===== config.mk =====
export PLATFORM = sky130hd
export DESIGN_NAME = systolic_conv_top
export DESIGN_NICKNAME = d
export VERILOG_FILES = /design/src/rtl/conv_pkg.sv /design/src/rtl/conv_pe.sv /design/src/rtl/systolic_conv_top.sv
export SDC_FILE = /design/constraint.sdc
export NUM_CORES = 1
export LEC_CHECK = 0
export BUFFER_PORTS_ARGS = -buffer_cell sky130_fd_sc_hd__buf_2
export CORE_MARGIN = 5
export CORE_UTILIZATION = 50
export CTS_CLUSTER_SIZE = 10
export DETAILED_ROUTE_END_ITERATION = 6
export PLACE_DENSITY_LB_ADDON = 0.1
export SLEW_MARGIN = 20
export SYNTH_ARGS = -nofsm -noshare
export SYNTH_HDL_FRONTEND = slang
export SYNTH_SLANG_ARGS = --single-unit
export TNS_END_PERCENT = 30

===== constraint.sdc =====
create_clock -name CLK -period 1.79 [get_ports CLK]
set_input_delay 0.179 -clock CLK [delete_from_list [all_inputs] [get_ports CLK]]
set_output_delay 0.179 -clock CLK [all_outputs]
set_load 0.02 [all_outputs]

===== src/rtl/conv_pkg.sv =====
// Shared constants, FSM encoding and constant-ROM helpers for the systolic
// convolution engine.
package conv_pkg;

  localparam int DATA_W = 8;
  localparam int ACC_W  = 18;
  localparam int IMG    = 4;
  localparam int K      = 2;
  localparam int OUT    = IMG - K + 1;
  localparam int NPE    = K * K;
  localparam int NRES   = OUT * OUT;

  localparam int LEN_W = 4;
  localparam int LEN_X = 16;
  localparam int LEN_C = 9;
  localparam int LEN_D = 4;

  localparam logic [4:0] LAST_W = 5'(LEN_W - 1);
  localparam logic [4:0] LAST_X = 5'(LEN_X - 1);
  localparam logic [4:0] LAST_C = 5'(LEN_C - 1);
  localparam logic [4:0] LAST_D = 5'(LEN_D - 1);

  typedef enum logic [6:0] {
    IDLE    = 7'b0000001,
    LOAD_W  = 7'b0000010,
    LOAD_X  = 7'b0000100,
    COMPUTE = 7'b0001000,
    DRAIN   = 7'b0010000,
    STORE   = 7'b0100000,
    DONE    = 7'b1000000
  } state_t;

  // Image ROM: row-major address a holds a+1.
  function automatic logic [DATA_W-1:0] rom_x(input logic [3:0] addr);
    logic [DATA_W-1:0] v;
    v = {{(DATA_W-4){1'b0}}, addr};
    return v + {{(DATA_W-1){1'b0}}, 1'b1};
  endfunction

  // Weight ROM: tap t holds t+1.
  function automatic logic [DATA_W-1:0] rom_w(input logic [1:0] tap);
    logic [DATA_W-1:0] v;
    v = {{(DATA_W-2){1'b0}}, tap};
    return v + {{(DATA_W-1){1'b0}}, 1'b1};
  endfunction

  // Image address of the top-left tap for output pixel n = (n/3, n%3).
  function automatic logic [3:0] tap_base(input logic [3:0] n);
    logic [3:0] b;
    case (n)
      4'd0:    b = 4'd0;
      4'd1:    b = 4'd1;
      4'd2:    b = 4'd2;
      4'd3:    b = 4'd4;
      4'd4:    b = 4'd5;
      4'd5:    b = 4'd6;
      4'd6:    b = 4'd8;
      4'd7:    b = 4'd9;
      4'd8:    b = 4'd10;
      default: b = 4'd0;
    endcase
    return b;
  endfunction

endpackage


===== src/rtl/conv_pe.sv =====
// One weight-stationary MAC stage: psum_out = psum_in + w * x, registered.
// mac_o exposes the same sum before the register for the last stage's sink.
module conv_pe
  import conv_pkg::*;
(
  input  logic              clk,
  input  logic              rst_n,
  input  logic              w_ld,
  input  logic [DATA_W-1:0] w_in,
  input  logic [DATA_W-1:0] x_in,
  input  logic [ACC_W-1:0]  psum_in,
  output logic [ACC_W-1:0]  psum_o,
  output logic [ACC_W-1:0]  mac_o
);

  logic [DATA_W-1:0]   w_q, w_d;
  logic [ACC_W-1:0]    psum_q, psum_d;
  logic [2*DATA_W-1:0] prod_s;

  // Weight hold/load and the multiply-accumulate.
  always_comb begin
    w_d    = w_q;
    prod_s = w_q * x_in;
    if (w_ld) begin
      w_d = w_in;
    end else begin
      w_d = w_q;
    end
    psum_d = psum_in + {{(ACC_W-2*DATA_W){1'b0}}, prod_s};
  end

  // Weight and partial-sum registers with synchronous clear.
  always_ff @(posedge clk) begin
    if (!rst_n) begin
      w_q    <= '0;
      psum_q <= '0;
    end else begin
      w_q    <= w_d;
      psum_q <= psum_d;
    end
  end

  assign psum_o = psum_q;
  assign mac_o  = psum_d;

endmodule


===== src/rtl/systolic_conv_top.sv =====
// Self-starting 2x2-over-4x4 valid convolution: FSM, shared phase counter,
// image register file, tap skew, 4-PE MAC chain and the 3x3 result bank.
module systolic_conv_top
  import conv_pkg::*;
(
  input  logic       CLK,
  input  logic       RST,
  output logic [6:0] STATE,
  output logic [6:0] NEXT_STATE
);

  state_t            state_q, state_d;
  logic [4:0]        cnt_q, cnt_d;
  logic [DATA_W-1:0] img_q [IMG*IMG];
  logic [DATA_W-1:0] img_d [IMG*IMG];
  logic [DATA_W-1:0] sk1_q, sk1_d;
  logic [DATA_W-1:0] sk2_q [2];
  logic [DATA_W-1:0] sk2_d [2];
  logic [DATA_W-1:0] sk3_q [3];
  logic [DATA_W-1:0] sk3_d [3];
  logic [2:0]        vld_q, vld_d;
  logic [3:0]        idx_q [3];
  logic [3:0]        idx_d [3];
  logic [ACC_W-1:0]  res   [NRES];
  logic [ACC_W-1:0]  res_d [NRES];

  logic              in_compute_s;
  logic [3:0]        base_s;
  logic [DATA_W-1:0] tap_s   [NPE];
  logic [DATA_W-1:0] pe_x_s  [NPE];
  logic [NPE-1:0]    w_ld_s;
  logic [DATA_W-1:0] w_rom_s;
  logic [ACC_W-1:0]  chain_s [NPE+1];
  logic [ACC_W-1:0]  mac_s   [NPE];

  assign STATE      = state_q;
  assign NEXT_STATE = state_d;

  // Phase sequencing; each phase ends when the shared counter hits its last cycle.
  always_comb begin
    state_d = state_q;
    case (state_q)
      IDLE:    state_d = LOAD_W;
      LOAD_W:  if (cnt_q == LAST_W) state_d = LOAD_X;  else state_d = state_q;
      LOAD_X:  if (cnt_q == LAST_X) state_d = COMPUTE; else state_d = state_q;
      COMPUTE: if (cnt_q == LAST_C) state_d = DRAIN;   else state_d = state_q;
      DRAIN:   if (cnt_q == LAST_D) state_d = STORE;   else state_d = state_q;
      STORE:   state_d = DONE;
      DONE:    state_d = DONE;
      default: state_d = IDLE;
    endcase
    if (!RST) begin
      state_d = IDLE;
    end else begin
      state_d = state_d;
    end
  end

  // Shared cycle counter, zero on every state entry, parked in DONE.
  always_comb begin
    cnt_d = cnt_q + 5'd1;
    if (state_d != state_q) begin
      cnt_d = 5'd0;
    end else if (state_q == DONE) begin
      cnt_d = cnt_q;
    end else begin
      cnt_d = cnt_q + 5'd1;
    end
  end

  // ROM addressing, tap fetch, skew alignment and result write-back.
  always_comb begin
    in_compute_s = (state_q == COMPUTE);
    base_s       = tap_base(cnt_q[3:0]);
    w_rom_s      = rom_w(cnt_q[1:0]);
    for (int k = 0; k < NPE; k++) begin
      w_ld_s[k] = (state_q == LOAD_W) && (cnt_q[1:0] == 2'(k));
    end

    img_d = img_q;
    if (state_q == LOAD_X) begin
      img_d[cnt_q[3:0]] = rom_x(cnt_q[3:0]);
    end else begin
      img_d = img_q;
    end

    // Outside COMPUTE zeros flow into the chain so DRAIN flushes cleanly.
    if (in_compute_s) begin
      tap_s[0] = img_q[base_s];
      tap_s[1] = img_q[base_s + 4'd1];
      tap_s[2] = img_q[base_s + 4'd4];
      tap_s[3] = img_q[base_s + 4'd5];
    end else begin
      for (int k = 0; k < NPE; k++) tap_s[k] = '0;
    end

    sk1_d    = tap_s[1];
    sk2_d[0] = tap_s[2];
    sk2_d[1] = sk2_q[0];
    sk3_d[0] = tap_s[3];
    sk3_d[1] = sk3_q[0];
    sk3_d[2] = sk3_q[1];

    pe_x_s[0] = tap_s[0];
    pe_x_s[1] = sk1_q;
    pe_x_s[2] = sk2_q[1];
    pe_x_s[3] = sk3_q[2];

    vld_d    = {vld_q[1:0], in_compute_s};
    idx_d[0] = cnt_q[3:0];
    idx_d[1] = idx_q[0];
    idx_d[2] = idx_q[1];
    if (state_q == STORE) begin
      vld_d = 3'b000;
    end else begin
      vld_d = vld_d;
    end

    res_d = res;
    if (vld_q[2]) begin
      res_d[idx_q[2]] = mac_s[NPE-1];
    end else begin
      res_d = res;
    end
  end

  assign chain_s[0] = '0;

  for (genvar k = 0; k < NPE; k++) begin : g_pe
    conv_pe u_pe (
      .clk     (CLK),
      .rst_n   (RST),
      .w_ld    (w_ld_s[k]),
      .w_in    (w_rom_s),
      .x_in    (pe_x_s[k]),
      .psum_in (chain_s[k]),
      .psum_o  (chain_s[k+1]),
      .mac_o   (mac_s[k])
    );
  end

  // All engine state, cleared by the synchronous active-low reset.
  always_ff @(posedge CLK) begin
    if (!RST) begin
      state_q <= IDLE;
      cnt_q   <= 5'd0;
      sk1_q   <= '0;
      vld_q   <= 3'b000;
      for (int i = 0; i < IMG*IMG; i++) img_q[i] <= '0;
      for (int i = 0; i < 2; i++) sk2_q[i] <= '0;
      for (int i = 0; i < 3; i++) sk3_q[i] <= '0;
      for (int i = 0; i < 3; i++) idx_q[i] <= 4'd0;
      for (int i = 0; i < NRES; i++) res[i] <= '0;
    end else begin
      state_q <= state_d;
      cnt_q   <= cnt_d;
      sk1_q   <= sk1_d;
      vld_q   <= vld_d;
      img_q   <= img_d;
      sk2_q   <= sk2_d;
      sk3_q   <= sk3_d;
      idx_q   <= idx_d;
      res     <= res_d;
    end
  end

endmodule


# == After elaboration in Yosys (flattened, before gate mapping) ==
# Index checks and enable logic that the tools add are counted.
# classes
muxes,6
bitwise_logic,1
reduce_logical,2
add_sub_neg,1
n_eq_ne,11
# op_table
op,n
$pmux 7 s6,1
$mux 7,5
$eq 5x4->1 const B,2
$eq 7x1->1 const B,1
$eq 7x2->1 const B,1
$eq 7x3->1 const B,1
$eq 7x4->1 const B,1
$eq 7x5->1 const B,1
$eq 7x6->1 const B,1
$eq 7x7->1 const B,1
$ne 7x7->1,1
$add 5x1->5 const B,1
$eq 5x2->1 const B,1
$reduce_or 2->1,2
$not 1->1,1
# totals
ff_bits,12
input_bits,2
out_inout_bits,14

# == Depth between registers and ports, before layout ==
# logic_depth
word_depth,6
mapped_depth,7
depth_no_buf,7

# == Least setup slack after synthesis ==
# OpenSTA, ideal clock, no wires.
# synth_path
kind,register -> output
startpoint,"register state_q[2], in the netlist STATE[2]"
endpoint,output port NEXT_STATE[1]
arrival_ps,2076
path_slack_ps,-465
n_path_buf,1
stages_incl_launch_ff,6
required_time_ps,1611
path_cell_list,dfxtp_1 > buf_6 > or4b_1 > o211ai_2 > nand3_1 > nor4_1
# synth_between
elab_chain_len,4
# synth_rtl
element,line_no,source
from (decl),systolic_conv_top.sv:12,"state_t state_q, state_d;"
from (signal assigned),systolic_conv_top.sv:155,state_q <= state_d;
$eq 7x7->1 / $eq 7x6->1 (equally long branches),systolic_conv_top.sv:42,case (state_q)
$reduce_or 2->1 (no line),-,
$pmux 7 s6 *,systolic_conv_top.sv:42,
$mux 7 *,systolic_conv_top.sv:52,if (!RST) begin
to (decl),systolic_conv_top.sv:9,output logic [6:0] NEXT_STATE
# Mark *: on every way between the ends. The rest lies on a longest branch, timed or not.

# == Final worst setup path ==
# layout_path
startpoint,register cnt_q[1]
endpoint,output port NEXT_STATE[3]
# layout_between
elab_chain_len,4
# layout_rtl
element,line_no,source
from (decl),systolic_conv_top.sv:13,"logic [4:0] cnt_q, cnt_d;"
from (signal assigned),systolic_conv_top.sv:156,cnt_q <= cnt_d;
"$eq 5x2->1, or another cell as far along","systolic_conv_top.sv:44, systolic_conv_top.sv:47",
"$mux 7, on equally long branches",-,
$pmux 7 s6 *,systolic_conv_top.sv:42,
$mux 7 *,systolic_conv_top.sv:52,
# Marked as above.

==> flow_summary_export.csv <==
group,metric,value,unit
pwr,p_leak,0.653,nW
pwr,power_density,718,mW/mm²
clock_tree,cts_tree,"yes",
min_path,hp-class,"in2reg",
timing,maxSlewViolCount,0,
worst_setup_path,startpoint_type,"flop",
worst_setup_path,crit_required,1.61,ns
outcome,violations,"setup timing",
clock_tree,path_clk_slew,0.09,ns
floorplan,die-area,0.00305,mm²
floorplan,initial_utilization,0.521,
clock_tree,clockBufferDepth,2,
cells_and_area,antennaDiodeCount,0,
floorplan,core,0.00196,mm²
floorplan,die_w,55.2,µm
detailed_routing,antenna_left,0,
worst_setup_path,end_kind,"output port",
worst_setup_path,reg2reg_slack,-0.24,ns
worst_setup_path,critical_path.max_fanout,3,
worst_setup_path,crit_path_end,"NEXT_STATE[3]",
detailed_routing,drc,0,
detailed_routing,route.vias.total,1198,
pwr,ir_worst_vdd,588,µV
timing,setup_ws,-0.377,ns
clock_tree,cts-root-buf,"clkbuf_4",
pwr,clkPwrFrac,0.200,
logic_synthesis,synth_seq_cells,12,
logic_synthesis,syn_nets,121,
logic_synthesis,synth_top_area_share,0.235,
cells_and_area,area_growth,60.1,%
clock_tree,cts.sinks,12,
logic_synthesis,ys_seq_area_frac,0.235,
clock_tree,numCtsBuffers,3,
logic_synthesis,ys_warn_count,0,
cells_and_area,nets,175,
logic_synthesis,syn_area_per_cell,8.81,µm²
timing,hold_violations,0,
timing,grt_setup_unrepaired,"true",
timing,timing.hold.ws,0.331,ns
floorplan,rows,16,
floorplan,ios,16,
global_routing,grt_pass1_vias,1182,
timing,fin_worst_skew,0.00364,ns
timing,period_needed,2.17,ns
timing,maxSlewHeadroom,0.737,
worst_setup_path,r2r.worst_path.cells,6,
outcome,outcome,"finished, violations left",
logic_synthesis,syn-instance-count,116,
clock_tree,clock_latency,0.29,ns
placed_design,io_buffers,15,
job,drv_cap,0,
detailed_routing,wirelength,3.56,mm
timing,fin_crit_sh,1.21,
floorplan,die_y,55.2,µm
worst_setup_path,r2r-start,"STATE[1]$_SDFF_PN0_",
detailed_routing,routedWlPerCell,18.2,µm
logic_synthesis,synth_cell_type_count,43,
placed_design,post_dp_cell_area,0.00139,mm²
detailed_routing,vias_per_cell,6.11,
pwr,internal-power,721,µW
detailed_routing,drt_first_iter_violations,42,
placed_design,place_congestion,0.900,
global_routing,grt_antenna_before_repair,0,
global_routing,grt_util_all_layers,0.226,
pwr,switching_power,455,µW
cells_and_area,drive_gt1_frac,0.615,
worst_setup_path,worstReg2RegEnd,"cnt_q[1]$_SDFFE_PP0N_",
placed_design,hpwl,2.12,mm
detailed_routing,firstDrtPassIters,4,
pwr,power,1.18,mW
global_routing,grt_max_degree,12,
global_routing,grt_pass1_wl,5.64,mm
worst_setup_path,path_class,"reg2out",
timing,tightest_slew,0.391,ns
cells_and_area,final_cell_area,0.00164,mm²
logic_synthesis,syn_area,0.00102,mm²
timing,setup_viol,12,
pwr,switching_share,0.387,
pwr,combPwrFrac,0.527,
logic_synthesis,yosysTopAreaCell,"dfxtp_1",
pwr,seq_power_share,0.274,
logic_synthesis,synth_area_leaders,"dfxtp_1 24%, xnor2_1 5.1%, nor3_2 4.9%",
clock_tree,postCtsHoldBufs,0,
worst_setup_path,cp.arrival,1.99,ns
worst_setup_path,crit_path_start,"cnt_q[1]$_SDFFE_PP0N_",
clock_tree,htreeDepth,1,
timing,fmax,0.461,GHz
global_routing,grt-ovfl-total,0,
## flip-flops by register name (all words and copies together) (netlist names)
name	cells
cnt_q	5
STATE	7
## stage by stage
step | cells | setup TNS, ns | util | setup WS, ns
after global placement | 184 | -0.684 | 0.710 | -0.135
final | 196 | -2.96 | 0.834 | -0.377
after detailed placement | 184 | -0.813 | 0.710 | -0.162
after floorplan | 116 | -1.13 | - | -0.142
after CTS | 196 | -2.78 | 0.814 | -0.351
after global routing | 196 | -3.86 | 0.834 | -0.457
## cells in the final DEF, fill, tap and decap left out, types with 4 or more instances in the layout
| master | count |
|---|---|
| buf_2 | 9 |
| dfxtp_2 | 5 |
| dfxtp_4 | 4 |
| xnor2_1 | 5 |
| and3_1 | 4 |
| or3_1 | 4 |
| nor3_2 | 6 |
| buf_4 | 46 |
| nor2_1 | 8 |
| nand3_1 | 4 |
| inv_1 | 8 |
## worst max-delay path, stage by stage (launching register included)
cell	delay [ns]
dfxtp_2	0.34
ha_4	0.16
nor4b_4	0.14
or4_4	0.55
o22ai_2	0.15
nor3b_4	0.21
buf_6	0.14
## area by class of cell
class,count,area (µm²)
timing repair buffer,57,413
fill,110,325
tap,27,33.8
inverter,8,30.0
multi-input combinational,88,862
sequential,12,262
clock buffer,4,36.3
## cells in the mapped netlist
| cell | instances |
|---|---|
| dfxtp_1 | 12 |
| inv_1 | 8 |
| nor2_1 | 8 |
| xnor2_1 | 6 |
| a21oi_1 | 5 |
| and3_1 | 5 |
| nand3_1 | 5 |
| nor3_2 | 5 |
| nor4_1 | 5 |
| or3_1 | 5 |
| buf_2 | 4 |
| a31oi_1 | 3 |
| buf_6 | 3 |
| ha_1 | 3 |
| nor4bb_1 | 3 |
| o31a_1 | 3 |
| nand2_1 | 2 |
| nor2b_1 | 2 |
| nor3_1 | 2 |
| nor3b_1 | 2 |
| nor4b_2 | 2 |
| or4_1 | 2 |
| a2111o_1 | 1 |
| a2111oi_1 | 1 |
| a31oi_4 | 1 |
| a32oi_1 | 1 |
| a41oi_1 | 1 |
| clkbuf_1 | 1 |
| mux2_4 | 1 |
| mux2i_1 | 1 |
| nand4_1 | 1 |
| nand4bb_1 | 1 |
| nor3_4 | 1 |
| nor4_2 | 1 |
| o211ai_2 | 1 |
| o21ai_0 | 1 |
| o22ai_1 | 1 |
| o32a_1 | 1 |
| o32ai_1 | 1 |
| or2_2 | 1 |
| or4_4 | 1 |
| or4b_1 | 1 |
| or4b_4 | 1 |
## logic make-up (layout without fill, tap and decap cells)
| group | Yosys count | after routing | synth area share |
|---|---|---|---|
| AO/OA/AOI/OAI | 21 | 21 | 0.169 |
| XOR/XNOR | 6 | 6 | 0.0514 |
| adder cells (fa/ha/maj) | 3 | 3 | 0.0367 |
| buffers and inverters | 16 | 69 | 0.0857 |
| flip-flops | 12 | 12 | 0.235 |
| multiplexers | 2 | 2 | 0.0245 |
| AND/OR/NAND/NOR | 56 | 56 | 0.398 |
## metal layers
layer	GRT usage	share of wire
met1	0.292	0.40
met2	0.372	0.48
met3	0.0303	0.066
met4	0.101	0.048
met5	0	0
## worst min-delay path by stage
stage / slack, ns / end / cells after the start / from
finish: 0.33 / STATE[0]$_SDFF_PN1_ / 3 / RST
CTS: 0.31 / STATE[0]$_SDFF_PN1_ / 3 / RST
global placement: 0.59 / STATE[0]$_SDFF_PN1_ / 3 / RST
floorplan: 0.51 / STATE[1] / 0 / STATE[1]$_SDFF_PN0_
detailed placement: 0.59 / STATE[0]$_SDFF_PN1_ / 3 / RST
global route: 0.34 / STATE[0]$_SDFF_PN1_ / 3 / RST
## power groups by stage
stage | clock [mW] | sequential (mW) | combinational [mW]
after floorplan | 0 | 0.326 | 0.336
after global placement | 0 | 0.326 | 0.477
after detailed placement | 0 | 0.329 | 0.481
after CTS | 0.230 | 0.323 | 0.578
after global routing | 0.255 | 0.327 | 0.660
final | 0.235 | 0.322 | 0.619
## repair_timing
item                                    in CTS  in global routing
buffers inserted                             8                  0
pin swaps                                   12                  3
resized for setup                           26                  8
endpoints found under the setup margin      12                 13
Note: power is estimated with default switching activity, not from simulation.
